`src/rtl/brick_hit_arbiter.sv`:
```
// Serialises brick-hit events from several shell objects onto the single-cell
// hit port of the brick matrix, one collision pulse plus low gap per hit, round-robin.
module brick_hit_arbiter #(
  parameter int NUM_REQ      = 4,
  parameter int COLS         = 17,
  parameter int ROWS         = 14,
  parameter int PULSE_CYCLES = 2,
  parameter int GAP_CYCLES   = 1
) (
  input  logic                    clk,
  input  logic                    resetN,
  input  logic [NUM_REQ-1:0]      hitReq,
  input  logic [NUM_REQ-1:0][4:0] hitX,
  input  logic [NUM_REQ-1:0][3:0] hitY,
  output logic [4:0]              brickCollisionX,
  output logic [3:0]              brickCollisionY,
  output logic                    collision,
  output logic [NUM_REQ-1:0]      hitAck,
  output logic                    droppedHit,
  output logic                    busy
);

  localparam int CMAX = (PULSE_CYCLES > GAP_CYCLES) ? PULSE_CYCLES : GAP_CYCLES;
  localparam int CW   = (CMAX > 1) ? $clog2(CMAX) : 1;
  localparam int GW   = (NUM_REQ > 1) ? $clog2(NUM_REQ) : 1;

  localparam logic [CW-1:0] PULSE_LOAD = CW'(PULSE_CYCLES - 1);
  localparam logic [CW-1:0] GAP_LOAD   = CW'(GAP_CYCLES - 1);
  localparam logic [GW-1:0] LAST_REQ   = GW'(NUM_REQ - 1);
  // One extra bit so a limit of 32 columns / 16 rows still compares correctly
  localparam logic [5:0]    COLS_LIM   = 6'(COLS);
  localparam logic [4:0]    ROWS_LIM   = 5'(ROWS);

  typedef enum logic [1:0] {IDLE, PULSE, GAP} state_t;

  state_t              state_reg, state_next;
  logic [CW-1:0]       cnt_reg, cnt_next;
  logic [GW-1:0]       last_grant_reg, last_grant_next, grant_idx, idx;
  logic                grant_found;
  logic [NUM_REQ-1:0]  prev_req_reg, pending_reg, pending_next;
  logic [NUM_REQ-1:0]  rise, accept, drop, clear;
  logic [4:0]          lat_x_reg [NUM_REQ];
  logic [3:0]          lat_y_reg [NUM_REQ];
  logic [4:0]          x_next;
  logic [3:0]          y_next;
  logic                collision_next;
  logic                finish;

  assign rise   = hitReq & ~prev_req_reg;
  assign finish = (state_reg == PULSE) && (cnt_reg == '0);

  generate
    for (genvar gi = 0; gi < NUM_REQ; gi++) begin : g_req
      logic in_range;
      assign in_range   = ({1'b0, hitX[gi]} < COLS_LIM) && ({1'b0, hitY[gi]} < ROWS_LIM);
      assign clear[gi]  = finish && (last_grant_reg == GW'(gi));
      // A new hit arriving on the very edge its predecessor completes is kept
      assign accept[gi] = rise[gi] && in_range && (!pending_reg[gi] || clear[gi]);
      assign drop[gi]   = rise[gi] && !in_range;

      always_ff @(posedge clk or negedge resetN) begin
        if (!resetN) begin
          lat_x_reg[gi] <= '0;
          lat_y_reg[gi] <= '0;
        end else if (accept[gi]) begin
          lat_x_reg[gi] <= hitX[gi];
          lat_y_reg[gi] <= hitY[gi];
        end
      end
    end
  endgenerate

  assign pending_next = (pending_reg & ~clear) | accept;
  assign busy         = (state_reg != IDLE) || (|pending_reg);

  always_comb begin
    grant_found = 1'b0;
    grant_idx   = last_grant_reg;
    idx         = '0;
    for (int k = 1; k <= NUM_REQ; k++) begin
      idx = GW'((int'(last_grant_reg) + k) % NUM_REQ);
      if (!grant_found && pending_reg[idx]) begin
        grant_found = 1'b1;
        grant_idx   = idx;
      end
    end
  end

  always_comb begin
    state_next      = state_reg;
    cnt_next        = cnt_reg;
    last_grant_next = last_grant_reg;
    collision_next  = collision;
    x_next          = brickCollisionX;
    y_next          = brickCollisionY;
    case (state_reg)
      IDLE: begin
        if (grant_found) begin
          state_next      = PULSE;
          cnt_next        = PULSE_LOAD;
          last_grant_next = grant_idx;
          collision_next  = 1'b1;
          x_next          = lat_x_reg[grant_idx];
          y_next          = lat_y_reg[grant_idx];
        end
      end
      PULSE: begin
        if (cnt_reg == '0) begin
          state_next     = GAP;
          cnt_next       = GAP_LOAD;
          collision_next = 1'b0;
        end else begin
          cnt_next = cnt_reg - 1'b1;
        end
      end
      GAP: begin
        if (cnt_reg == '0) state_next = IDLE;
        else               cnt_next   = cnt_reg - 1'b1;
      end
      default: state_next = IDLE;
    endcase
  end

  always_ff @(posedge clk or negedge resetN) begin
    if (!resetN) begin
      state_reg       <= IDLE;
      cnt_reg         <= '0;
      last_grant_reg  <= LAST_REQ;
      prev_req_reg    <= '0;
      pending_reg     <= '0;
      collision       <= 1'b0;
      brickCollisionX <= '0;
      brickCollisionY <= '0;
      hitAck          <= '0;
      droppedHit      <= 1'b0;
    end else begin
      state_reg       <= state_next;
      cnt_reg         <= cnt_next;
      last_grant_reg  <= last_grant_next;
      prev_req_reg    <= hitReq;
      pending_reg     <= pending_next;
      collision       <= collision_next;
      brickCollisionX <= x_next;
      brickCollisionY <= y_next;
      hitAck          <= clear | drop;
      droppedHit      <= |drop;
    end
  end

endmodule

```
`config.mk`:
```
export PLATFORM = sky130hd
export DESIGN_NAME = brick_hit_arbiter
export DESIGN_NICKNAME = d
export VERILOG_FILES = /design/src/rtl/brick_hit_arbiter.sv
export SDC_FILE = /design/constraint.sdc
export NUM_CORES = 1
export LEC_CHECK = 0
export CELL_PAD_IN_SITES_DETAIL_PLACEMENT = 1
export CELL_PAD_IN_SITES_GLOBAL_PLACEMENT = 1
export CORE_ASPECT_RATIO = 0.5
export CORE_UTILIZATION = 41
export CTS_CLUSTER_DIAMETER = 100
export CTS_CLUSTER_SIZE = 28
export DETAILED_ROUTE_END_ITERATION = 10
export PLACE_DENSITY = 0.91
export SLEW_MARGIN = 20
export SYNTH_ARGS = -nofsm -noshare
export SYNTH_HDL_FRONTEND = slang
export SYNTH_SLANG_ARGS = --single-unit
```
`constraint.sdc`:
```
create_clock -name clk -period 2.93 [get_ports clk]
set_input_delay 0.4395 -clock clk [delete_from_list [all_inputs] [get_ports clk]]
set_output_delay 0.4395 -clock clk [all_outputs]
set_load 0.1 [all_outputs]
```
==> impl_metrics.csv <==
group,metric,value,unit
routing,first_iter_violations,198,
pwr,totalPowerFinal,5.09,mW
finish,largest_register_ff_count,20,
pwr,power-per-cell-area,1290,nW/µm²
floorplanning,die_h,63.2,µm
cts,numCtsBuffers,9,
floorplanning,initial_utilization,0.441,
synth,synth_top_area_frac,0.506,
synth,syn_area,3070,µm²
global_route,first_global_vias,2753,
cts,cts_root_buf,"clkbuf_16",
routing,wirelength,9830,µm
finish,fin_nets,361,
sta,final-setup-viol-count,0,
floorplanning,ios,58,
finish,area_delta_synth_final,28.3,%
sta,timing.hold.ws,20.2,ps
sta,timing_hold_violations_final,0,
synth,synth-main-ff-cell,"dfrtp_1",
setup_path,cp.arrival,2910,ps
global_route,grt-ovfl-total,0,
routing,drt-vias-per-instance,5.78,
hold_path,min_path_type,"in -> async",
setup_path,crit_start,"last_grant_reg[1]",
setup_path,cp-end-kind,"flip-flop",
global_route,grt_pass1_wl,16200,µm
status,status,"finished clean",
synth,syn_nets,298,
cts,clock_path_buffers,2,
synth,ys_async_sr_fraction,1.00,
cts,post_cts_buffers,0,
global_route,grt_max_degree,29,
synth,synth_seq_cells,64,
routing,avgRoutedWirePerCell,24.1,µm
sta,slew_violations,0,
setup_path,r2r_start,"last_grant_reg[1]",
synth,synth_edf_count,0,
finish,final_cell_area,3940,µm²
floorplanning,coreArea,6960,µm²
synth,synth_warnings,0,
setup_path,cp_common_cell,"o221ai_1",
cts,clock_sinks,64,
synth,seq_area_frac_synth,0.523,
finish,layout-drive-gt1-share,0.256,
pwr,peakVddDrop,0.000706,V
finish,fill_cells,690,
setup_path,slowest_stage,"dfstp_2",
synth,netlist-cell-type-count,40,
synth,synth_top_cell_by_area,"dfrtp_1",
global_route,grt_usage,0.275,
global_route,antenna_found_initial,0,
setup_path,crit_fanout,18,
floorplanning,die_w,124,µm
floorplanning,die-area,7860,µm²
synth,avgSynthCellArea,12.3,µm²
setup_path,path_cells,"inv_1 > ha_2 > mux2_2 > o221ai_1 > o211ai_1 > buf_4 > mux2i_1 > o221ai_1",
synth,ys_top_cells_by_area,"dfrtp_1, mux2_2, mux2i_1",
sta,fin_skew,7.05,ps
sta,worst_pin_slew,632,ps
sta,rsz0062_at_grt,"false",
sta,fmax,365,MHz
setup_path,startpoint_type,"flip-flop",
placement,gp_congestion,0.809,
sta,finalCritPeriodShare,0.935,
sta,min_period,2740,ps
placement,dp_hpwl,6380,µm
cts,clk_pin_slew,50,ps
cts,htree_levels,3,
routing,ant_nets,0,
synth,synthCells,249,
flow_run,maxCapViolations,0,
finish,diodes,0,
cts,clk_latency,330,ps
routing,vias,2357,
setup_path,required,3100,ps
placement,placed_area,3680,µm²
finish,regArea,1600,µm²
sta,relSlewSlack,0.579,
cts,cts_tree,"built",
finish,multi_input_area,1370,µm²
floorplanning,row_count,21,
routing,post-route-drc-count,0,
sta,tns,0,ps
placement,io_buffers,57,
setup_path,path_class,"reg -> reg",
pwr,p_leak,1.70,nW
setup_path,slowest_delay,650,ps
routing,drt_first_pass_iters,4,
==> worst max-delay path: cells and delay by family, from the launching register on <==
kind	cells	cell delay, ps
muxes	2	600
DFF	1	650
buffers and inverters	2	400
adders and majority gates	1	440
AOI/OAI and AO/OA	3	460
==> cells in the mapped netlist, types with 2 or more instances <==
master      n
dfrtp_1    62
mux2_2     39
nand2_1    28
mux2i_1    20
o221ai_1   11
o21ai_0     9
ha_1        7
inv_1       7
a21oi_1     6
a32oi_1     5
nand2b_1    5
or4_1       5
a21oi_4     4
buf_2       3
nor2_1      3
nor2b_1     3
a21o_1      2
buf_4       2
clkbuf_1    2
dfstp_2     2
nand3b_1    2
nor3_1      2
nor3b_1     2
o2111ai_1   2
==> what timing repair did <==
| action | in CTS | in global routing |
|---|---|---|
| gates resized for setup | 0 | 1 |
| endpoints found under the setup margin | 0 | 3 |
| hold buffers | 0 | 0 |
==> where the power goes <==
part	internal [mW]	switching (mW)	total (mW)
registers	1.30	0.374	1.67
clock network	0.565	0.375	0.941
logic	0.915	1.56	2.47
total	2.78	2.31	5.09
==> cells by family after synthesis <==
kind of cell	Yosys count	share of synthesized area
AO/OA/AOI/OAI	46	0.119
flip-flops	64	0.523
adder cells (fa/ha/maj)	7	0.0285
AND/OR/NAND/NOR	55	0.0893
multiplexers	59	0.208
buffers and inverters	18	0.0318
==> through the flow <==
step            util  std cells  setup slack [ps]
3_3_place_gp   0.529        393               129
5_1_grt        0.565        408              7.50
6_report       0.565        408               190
3_5_place_dp   0.529        393              52.4
2_1_floorplan      -        249               461
4_1_cts        0.565        408               160
==> path summary, 6_finish.rpt <==
kind,to,slack [ps],cells past startpoint
hold reg to reg,lat_x_reg[5],510,1
hold / removal,lat_x_reg[18],20,1
setup / recovery,brickCollisionX[2],190,8
min in group clk,lat_x_reg[5],510,1
max in group asynchronous,pending_reg[1],2170,2
setup reg to reg,brickCollisionX[2],190,8
==> placed cells by master, fill, tap and decap left out, types with 2 or more instances in the layout <==
cell type,synthesis,routed
dfrtp_1,62,62
clkdlybuf4s50_1,0,40
mux2_2,39,39
nand2_1,28,28
buf_4,2,22
mux2i_1,20,20
o221ai_1,11,11
o21ai_0,9,9
clkbuf_16,0,9
inv_1,7,7
a21oi_1,6,6
ha_1,7,6
nand2b_1,5,5
or4_1,5,5
a32oi_1,5,5
a21oi_4,4,4
clkbuf_1,2,4
nor2b_1,3,3
nor2_1,3,3
nand3b_1,2,2
nor3b_1,2,2
a21o_1,2,2
nor3_1,2,2
o2111ai_1,2,2
clkinv_2,0,2
dfstp_2,2,2
==> metal layers <==
layer  global-route usage  part of all wire  vias to the layer above
met1                0.341              0.43                     1231
met4                0.125             0.030                        0
met5                    0                 0                        -
met2                0.463              0.50                       63
li1                     -                 -                     1036
met3               0.0629             0.040                       27
==> area by class of cell <==
| cell class | count | share of cell area |
|---|---|---|
| flip-flops and latches | 64 | 0.408 |
| multi-input cells | 167 | 0.348 |
| repair buffers | 63 | 0.145 |
| clock buffers | 13 | 0.0610 |
| well taps | 92 | 0.0292 |
| inverters | 7 | 0.00668 |
| clock inverters | 2 | 0.00254 |
Power figures use the tool's default switching activity.
